[src/rtl/switch_debounce_edge.sv]
// Switch debouncer with two-flop synchronizer, edge strobes and an optional hold-to-repeat strobe.
// Optional feature: define NS_DEBOUNCE_AUTOREPEAT_EN to build the auto-repeat counter.
module switch_debounce_edge #(
    parameter int TOT_DEBOUNCE_CLICK = 250000,
    parameter int CNT_WIDTH          = 18,
    parameter int REPEAT_DELAY       = 12500000,
    parameter int REPEAT_PERIOD      = 2500000,
    parameter int RPT_WIDTH          = 24
) (
    input  logic i_clk,
    input  logic i_reset,
    input  logic i_switch,
    output logic o_switch,
    output logic o_on_pulse,
    output logic o_off_pulse,
    output logic o_repeat_pulse
);

    typedef enum logic [1:0] {
        STABLE_OFF,
        WAIT_ON,
        STABLE_ON,
        WAIT_OFF
    } state_t;

    localparam logic [CNT_WIDTH-1:0] L_TOT = CNT_WIDTH'(TOT_DEBOUNCE_CLICK);
    localparam logic [CNT_WIDTH-1:0] L_ONE = CNT_WIDTH'(1);

    logic                 r_sync1;
    logic                 r_sync2;
    state_t               r_state;
    state_t               w_state_next;
    logic [CNT_WIDTH-1:0] r_cnt;
    logic [CNT_WIDTH-1:0] w_cnt_next;
    logic [CNT_WIDTH-1:0] w_cnt_inc;
    logic                 r_switch;
    logic                 w_switch_next;
    logic                 r_on_pulse;
    logic                 w_on_next;
    logic                 r_off_pulse;
    logic                 w_off_next;

    always_ff @(posedge i_clk or posedge i_reset) begin
        if (i_reset) begin
            r_sync1 <= 1'b0;
            r_sync2 <= 1'b0;
        end else begin
            r_sync1 <= i_switch;
            r_sync2 <= r_sync1;
        end
    end

    // Saturate instead of wrapping so an oversized stable run can never alias back to a small count.
    assign w_cnt_inc = (r_cnt == '1) ? r_cnt : r_cnt + L_ONE;

    always_comb begin
        w_state_next  = r_state;
        w_cnt_next    = '0;
        w_switch_next = r_switch;
        w_on_next     = 1'b0;
        w_off_next    = 1'b0;
        case (r_state)
            STABLE_OFF: begin
                if (r_sync2) begin
                    w_state_next = WAIT_ON;
                    w_cnt_next   = L_ONE;
                end
            end
            WAIT_ON: begin
                if (!r_sync2) begin
                    w_state_next = STABLE_OFF;
                end else if (r_cnt == L_TOT) begin
                    w_state_next  = STABLE_ON;
                    w_switch_next = 1'b1;
                    w_on_next     = 1'b1;
                end else begin
                    w_cnt_next = w_cnt_inc;
                end
            end
            STABLE_ON: begin
                if (!r_sync2) begin
                    w_state_next = WAIT_OFF;
                    w_cnt_next   = L_ONE;
                end
            end
            WAIT_OFF: begin
                if (r_sync2) begin
                    w_state_next = STABLE_ON;
                end else if (r_cnt == L_TOT) begin
                    w_state_next  = STABLE_OFF;
                    w_switch_next = 1'b0;
                    w_off_next    = 1'b1;
                end else begin
                    w_cnt_next = w_cnt_inc;
                end
            end
            default: begin
                w_state_next  = STABLE_OFF;
                w_switch_next = 1'b0;
            end
        endcase
    end

    always_ff @(posedge i_clk or posedge i_reset) begin
        if (i_reset) begin
            r_state     <= STABLE_OFF;
            r_cnt       <= '0;
            r_switch    <= 1'b0;
            r_on_pulse  <= 1'b0;
            r_off_pulse <= 1'b0;
        end else begin
            r_state     <= w_state_next;
            r_cnt       <= w_cnt_next;
            r_switch    <= w_switch_next;
            r_on_pulse  <= w_on_next;
            r_off_pulse <= w_off_next;
        end
    end

    assign o_switch    = r_switch;
    assign o_on_pulse  = r_on_pulse;
    assign o_off_pulse = r_off_pulse;

`ifdef NS_DEBOUNCE_AUTOREPEAT_EN
    localparam logic [RPT_WIDTH-1:0] L_DELAY_M1  = RPT_WIDTH'(REPEAT_DELAY - 1);
    localparam logic [RPT_WIDTH-1:0] L_PERIOD_M1 = RPT_WIDTH'(REPEAT_PERIOD - 1);

    logic [RPT_WIDTH-1:0] r_rpt_cnt;
    logic                 r_rpt_pulse;

    // Down-counter armed by the on-pulse; it only moves while STABLE_ON, so WAIT_OFF holds it frozen.
    always_ff @(posedge i_clk or posedge i_reset) begin
        if (i_reset) begin
            r_rpt_cnt   <= '0;
            r_rpt_pulse <= 1'b0;
        end else begin
            r_rpt_pulse <= 1'b0;
            if (w_on_next) begin
                r_rpt_cnt <= L_DELAY_M1;
            end else if (w_off_next) begin
                r_rpt_cnt <= '0;
            end else if (r_state == STABLE_ON) begin
                if (r_rpt_cnt == '0) begin
                    r_rpt_pulse <= 1'b1;
                    r_rpt_cnt   <= L_PERIOD_M1;
                end else begin
                    r_rpt_cnt <= r_rpt_cnt - RPT_WIDTH'(1);
                end
            end
        end
    end

    assign o_repeat_pulse = r_rpt_pulse;
`else
    // Evaluates to constant 0 for every legal parameter set; it only keeps the repeat parameters referenced.
    assign o_repeat_pulse = (REPEAT_DELAY < 1) && (REPEAT_PERIOD < 1) && (RPT_WIDTH < 1);
`endif

endmodule

[config.mk]
export PLATFORM = sky130hd
export DESIGN_NAME = switch_debounce_edge
export DESIGN_NICKNAME = d
export VERILOG_FILES = /design/src/rtl/switch_debounce_edge.sv
export SDC_FILE = /design/constraint.sdc
export NUM_CORES = 1
export LEC_CHECK = 0
export BUFFER_PORTS_ARGS = -buffer_cell sky130_fd_sc_hd__buf_2
export CELL_PAD_IN_SITES_DETAIL_PLACEMENT = 2
export CELL_PAD_IN_SITES_GLOBAL_PLACEMENT = 2
export CORE_MARGIN = 2
export CORE_UTILIZATION = 38
export CTS_CLUSTER_DIAMETER = 80
export CTS_CLUSTER_SIZE = 40
export DETAILED_ROUTE_END_ITERATION = 10
export GPL_TIMING_DRIVEN = 0
export PLACE_DENSITY = 0.82
export SKIP_CTS_REPAIR_TIMING = 1
export SYNTH_ARGS = -nofsm -noshare
export SYNTH_HDL_FRONTEND = slang
export SYNTH_SLANG_ARGS = --single-unit
[constraint.sdc]
create_clock -name i_clk -period 2.45 [get_ports i_clk]
set_input_delay 0 -clock i_clk [delete_from_list [all_inputs] [get_ports i_clk]]
set_output_delay 0 -clock i_clk [all_outputs]
set_load 0.01 [all_outputs]
### Word-level counts from Yosys, hierarchy flattened

Cells that the tools add are included.

| word-level totals | value |
|---|---|
| register bits after elaboration | 25 |
| input port bits | 3 |
| output and inout bits | 4 |
| logic and storage cells | 49 |

| cells by class | value |
|---|---|
| add/sub/neg operators | 1 |
| eq/ne operators | 13 |
| multiplexer cells | 24 |
| reduce and logical (&&, ||, !) cells | 4 |

Operators with widths:

| operator | count |
|---|---|
| 18-bit two-way mux | 4 |
| 18-bit case mux with 4 select lines | 1 |
| 18-bit == test (second input constant) | 2 |
| 18-bit by 1-bit adder with 18-bit output (second input constant) | 1 |
| 2-bit two-way mux | 6 |
| 2-bit inequality test (second input constant) | 6 |
| 1-bit two-way mux | 11 |
| 2-bit case mux with 4 select lines | 1 |
| 3-bit inequality test (second input constant) | 2 |
| 5-bit AND reduction | 1 |
| 2-bit == test (second input constant) | 2 |
| 4-bit AND reduction | 1 |
| 2-bit by 1-bit == test with 1-bit output (second input constant) | 1 |
| 2-bit logical NOT | 1 |
| 1-bit case mux with 2 select lines | 1 |
| 2-bit nonzero test | 1 |

### Longest topological paths before layout

| depth | value |
|---|---|
| depth in word-level cells | 5 |
| gate-level depth with buffers | 7 |
| mapped depth without buffers | 6 |

### Worst setup path before layout

No wires, ideal clock.

| path | value |
|---|---|
| path type | register to register |
| start | register r_cnt[3] |
| end | register r_switch (netlist: o_switch) |
| library setup time | 0.124 ns |
| data arrival time | 1.805 ns |
| data required time | 2.326 ns |
| slack | 0.521 ns |
| cell stages (with the launch flop) | 5 |
| path buffers | 0 |
| clock period less this slack | 1.929 ns |
| cell sequence | dfrtp_1 or4_1 nor2_1 or4b_4 a211o_1 |

| between the ends | value |
|---|---|
| word-level cells in the longest chain between the ends | 3 |
| elaborated cells on any way between the ends | 4 |
| classes of those cells | eq/ne (3); reduce/logical (1) |

RTL lines:

| element | RTL line | text |
|---|---|---|
| from (decl) | 33 | `logic [CNT_WIDTH-1:0] r_cnt;` |
| from (signal assigned) | 113 | `r_cnt <= w_cnt_next;` |
| 18-bit == test (*) | 72, 89 |  |
| 2-bit inequality test (no line) | - |  |
| 5-bit AND reduction (no line) (*) | - |  |
| to (signal assigned) | 114 | `r_switch <= w_switch_next;` |
| to (decl) | 36 | `logic r_switch;` |

Every way passes the cells marked *; elsewhere a longest branch is shown, timed or not.
A chain may end at the register's enable or synchronous reset.

### Worst setup path after layout

| path | value |
|---|---|
| start | register r_cnt[3] |
| end | register r_cnt[17] |

| between the ends | value |
|---|---|
| word-level cells in the longest chain between the ends | 5 |
| elaborated cells on any way between the ends | 8 |
| classes of those cells | add/sub (1); eq/ne (2); mux (5) |

RTL lines:

| element | RTL line | text |
|---|---|---|
| 18-bit by 1-bit adder with 18-bit output / 18-bit == test (equally long branches) | 54 | `assign w_cnt_inc = (r_cnt == '1) ? r_cnt : r_cnt + L_ONE;` |
| 18-bit two-way mux | 54 |  |
| 18-bit two-way mux (*) | 72, 89 |  |
| 18-bit two-way mux (on tied branches) | 87, 70 |  |
| 18-bit case mux with 4 select lines (*) | 62 | `case (r_state)` |
| net w_cnt_next[17] | 34 | `logic [CNT_WIDTH-1:0] w_cnt_next;` |

The timed path passes the listed nets; every way through them passes the cells marked *.

==> results by group <==
Placement
  – I/O Buffers: 5
  – Post-DP HPWL: about 2.4 mm
  – Placed Area: approximately 1400 µm²
  – DP Worst Slack: around 0.096 ns
  – Final RePlAce weighted congestion: slightly below 0.8

Timing
  – TNS Setup: 0 ns
  – Count of final setup violators: 0
  – Period minus WS final: 2.234 ns
  – Max Clock Freq: 447.6 MHz
  – Final WS setup: about 0.22 ns
  – Pins Over Slew Limit: 0
  – Slew headroom: 35.47%
  – Final cycle utilization of the critical path: 91.18%
  – RSZ-0062 raised after global routing: no
  – Measured slew at the worst slew-check pin: between 0.9 and 1 ns
  – Final Hold Vio Count: 0
  – Clk_skew: approximately 0.013 ns
  – Hold Worst Slack: about 0.32 ns

Pwr
  – PwrDens: around 460 nW/µm²
  – P_leak: a little over 0.6 nW
  – Worst IR drop on VDD: between 150 and 200 µV

Global route
  – Largest net degree at the start of global routing: 26
  – Initial antenna violation count: 0
  – Total GRT Usage: 18.39%
  – Vias in the first global route: roughly 1100
  – Gr ovfl total: 0
  – Global-route wire length before repair: between 5 and 6 mm

Floorplanning
  – FP Rows: 21
  – DIE AREA: slightly below 4000 µm²
  – I/O pin count: 7
  – Die height: slightly above 60 µm
  – Die W: 62.12 µm
  – Core ar.: approximately 3300 µm²
  – Initial Utilization: 39.09%

Critical path
  – Worst path slowest cell: or4_1
  – Setup crit end: r_cnt[17]
  – CP endpoint kind: flip-flop
  – R2r worst-path depth: 5
  – Critical path peak fanout: 10
  – CP Data Required Time: roughly 2.7 ns
  – CP arrival: approximately 2.5 ns
  – Startpoint Class: flip-flop
  – FF-to-FF Start: r_cnt[3]
  – Cells along the critical path: or4_1 -> or4_1 -> nand3_2 -> buf_4 -> nor2_1
  – Flop-to-flop setup slack: between 0.2 and 0.25 ns
  – Crit path launch: r_cnt[3]
  – Slowest stage delay, CP: just under 0.6 ns
  – RR Endpoint: r_cnt[17]
  – Crit Path Class: reg -> reg
  – Most used cell, CP: or4_1

Final layout
  – Number of diodes: 0
  – Reg area: ~630 µm²
  – Footprint of the multi-input gates: 613.1 µm²
  – Final Instance Area: 1440 µm²
  – Nets@finish: 150
  – Area delta synth->final: 12.18%
  – Layout cells sized above 1: a little over an eighth
  – Fill cell count: between 300 and 400

Clocking
  – # H-tree levels: 1
  – Clock sink count: 25
  – Clock Pin Slew Worst Setup and Hold Paths: roughly 0.16 ns
  – Maximum clock path buffer count: 2
  – Clk_lat worst skew: 0.34 ns
  – CTS tree: done
  – CTS Buf Count: 3
  – Clk root buf: clkbuf_4

Route
  – Final ANT Viol Nets: 0
  – DRT iter0 DRCs: 15
  – Via count: approximately 1000
  – WL/cell: 17.58 µm
  – Remaining DRCs: 0
  – Vias/cell: ~5.5
  – DR pass1 iterations: 4
  – Drt total wl: around 3.3 mm

Synthesis
  – Post-Synthesis Cells: 130
  – Mean post-synth cell area: about 9.9 µm²
  – Post-Syn Area: about 1300 µm²
  – Post-synthesis sequential area ratio: ~49%
  – Syn_nets: 135
  – #FFs+latches synth: 25
  – Synth warn: 0
  – Yosys cell types: 34

Worst hold path
  – Hold Crit Class: in -> reg

Status
  – Result of the run: complete, no violations

Job
  – MaxCap Viol Count: 0
## per-stage QoR
stage                     utilization (%)  cells  power [mW]
after floorplan                         -    130      0.4539
after global placement              41.60    181      0.4638
after detailed placement            41.60    181      0.4665
after CTS                           42.55    185      0.6728
after global routing                43.85    190      0.6922
final                               43.85    190      0.6664
## cell families after synthesis
family / synth area share (%)
simple gates: 23.98
flops: 48.73
compound gates: 11.01
xor+xnor: 8.187
buf+inv: 3.509
mux: 2.339
fa+ha+maj: 1.949
other cells: 0.2921
## flip-flops by register name (all words and copies together), names as in the netlist, named ones only
| register | flops |
|---|---|
| r_sync2 | 1 |
| o_switch | 1 |
| r_cnt | 18 |
| o_on_pulse | 1 |
| r_state | 1 |
| o_off_pulse | 1 |
| r_sync1 | 1 |
## routing by layer
layer  GRT usage [%]  part of all wire [%]  vias up
li1                -                     -      489
met1           22.49                    45      534
met2           33.70                    52       15
met3           3.261                   2.3        2
met4           4.167                  0.60        0
met5               0                     0        -
## layout make-up
type / count / area share, %
flip-flops and latches: 25 / 43.44
plain buffers: 2 / 1.043
clock buffers: 3 / 1.564
multi-input cells: 95 / 42.57
inverters: 8 / 2.085
well taps: 46 / 3.997
repair buffers: 10 / 4.692
clock inverters: 1 / 0.6082
## worst min-delay path by stage
| stage | cells past startpoint | start | to | slack [ns] |
|---|---|---|---|---|
| 3_5_place_dp | 1 | i_switch | r_sync1 | 0.11 |
| 5_1_grt | 2 | i_switch | r_sync1 | 0.30 |
| 3_3_place_gp | 1 | i_switch | r_sync1 | 0.11 |
| 4_1_cts | 1 | i_switch | r_sync1 | -0.25 |
| 6_report | 2 | i_switch | r_sync1 | 0.32 |
| 2_1_floorplan | 1 | i_reset | async pin | 0.03 |
## critical path, delay by kind of cell (launching register included)
kind / cells / cell delay, ns
buffers and inverters: 1 / 0.24
AND/OR/NAND/NOR: 4 / 1.41
flip-flops: 1 / 0.47
## synthesized netlist by cell type
library cell	n	area, µm²
and4b_1	1	10.01
or2_2	1	6.260
nor2_1	19	71.32
o22ai_1	1	6.260
nand4_1	4	25.02
a211oi_1	3	22.52
mux2i_1	3	30.03
and4_1	2	17.52
nand3_1	7	35.03
o31ai_1	1	7.510
dfrtp_1	25	625.6
nor4_1	1	6.260
or4b_4	1	13.76
xnor2_1	6	52.55
xor2_1	6	52.55
a211o_1	1	8.760
nor3b_1	1	7.510
buf_4	2	15.01
or3_1	2	12.51
inv_1	8	30.03
ha_1	2	25.02
and2_1	2	12.51
a21oi_1	3	15.01
and3_1	2	12.51
nor3_1	2	10.01
or4_1	2	15.01
o2111ai_1	3	26.28
nor3_2	2	20.02
a21boi_0	1	7.510
nand3_2	1	10.01
o211ai_1	3	22.52
nand2_1	6	22.52
o21ai_0	5	25.02
conb_1	1	3.750
## power breakdown
part           internal [mW]  switching, mW  leakage [nW]
Clock                 0.0667          0.139        0.0183
Combinational         0.0121         0.0245         0.254
Sequential             0.418        0.00588         0.340
## cell usage in the layout (no fill, tap or decap), types with 3 or more instances in the layout
master and instances:
a211oi_1 3, a21oi_1 3, buf_2 5, buf_4 5, clkbuf_4 3, dfrtp_1 25
inv_1 8, mux2i_1 3, nand2_1 6, nand3_1 7, nand4_1 4, nor2_1 19
o2111ai_1 3, o211ai_1 3, o21ai_0 5, xnor2_1 6, xor2_1 6
Note: power is estimated with default switching activity, not from simulation.
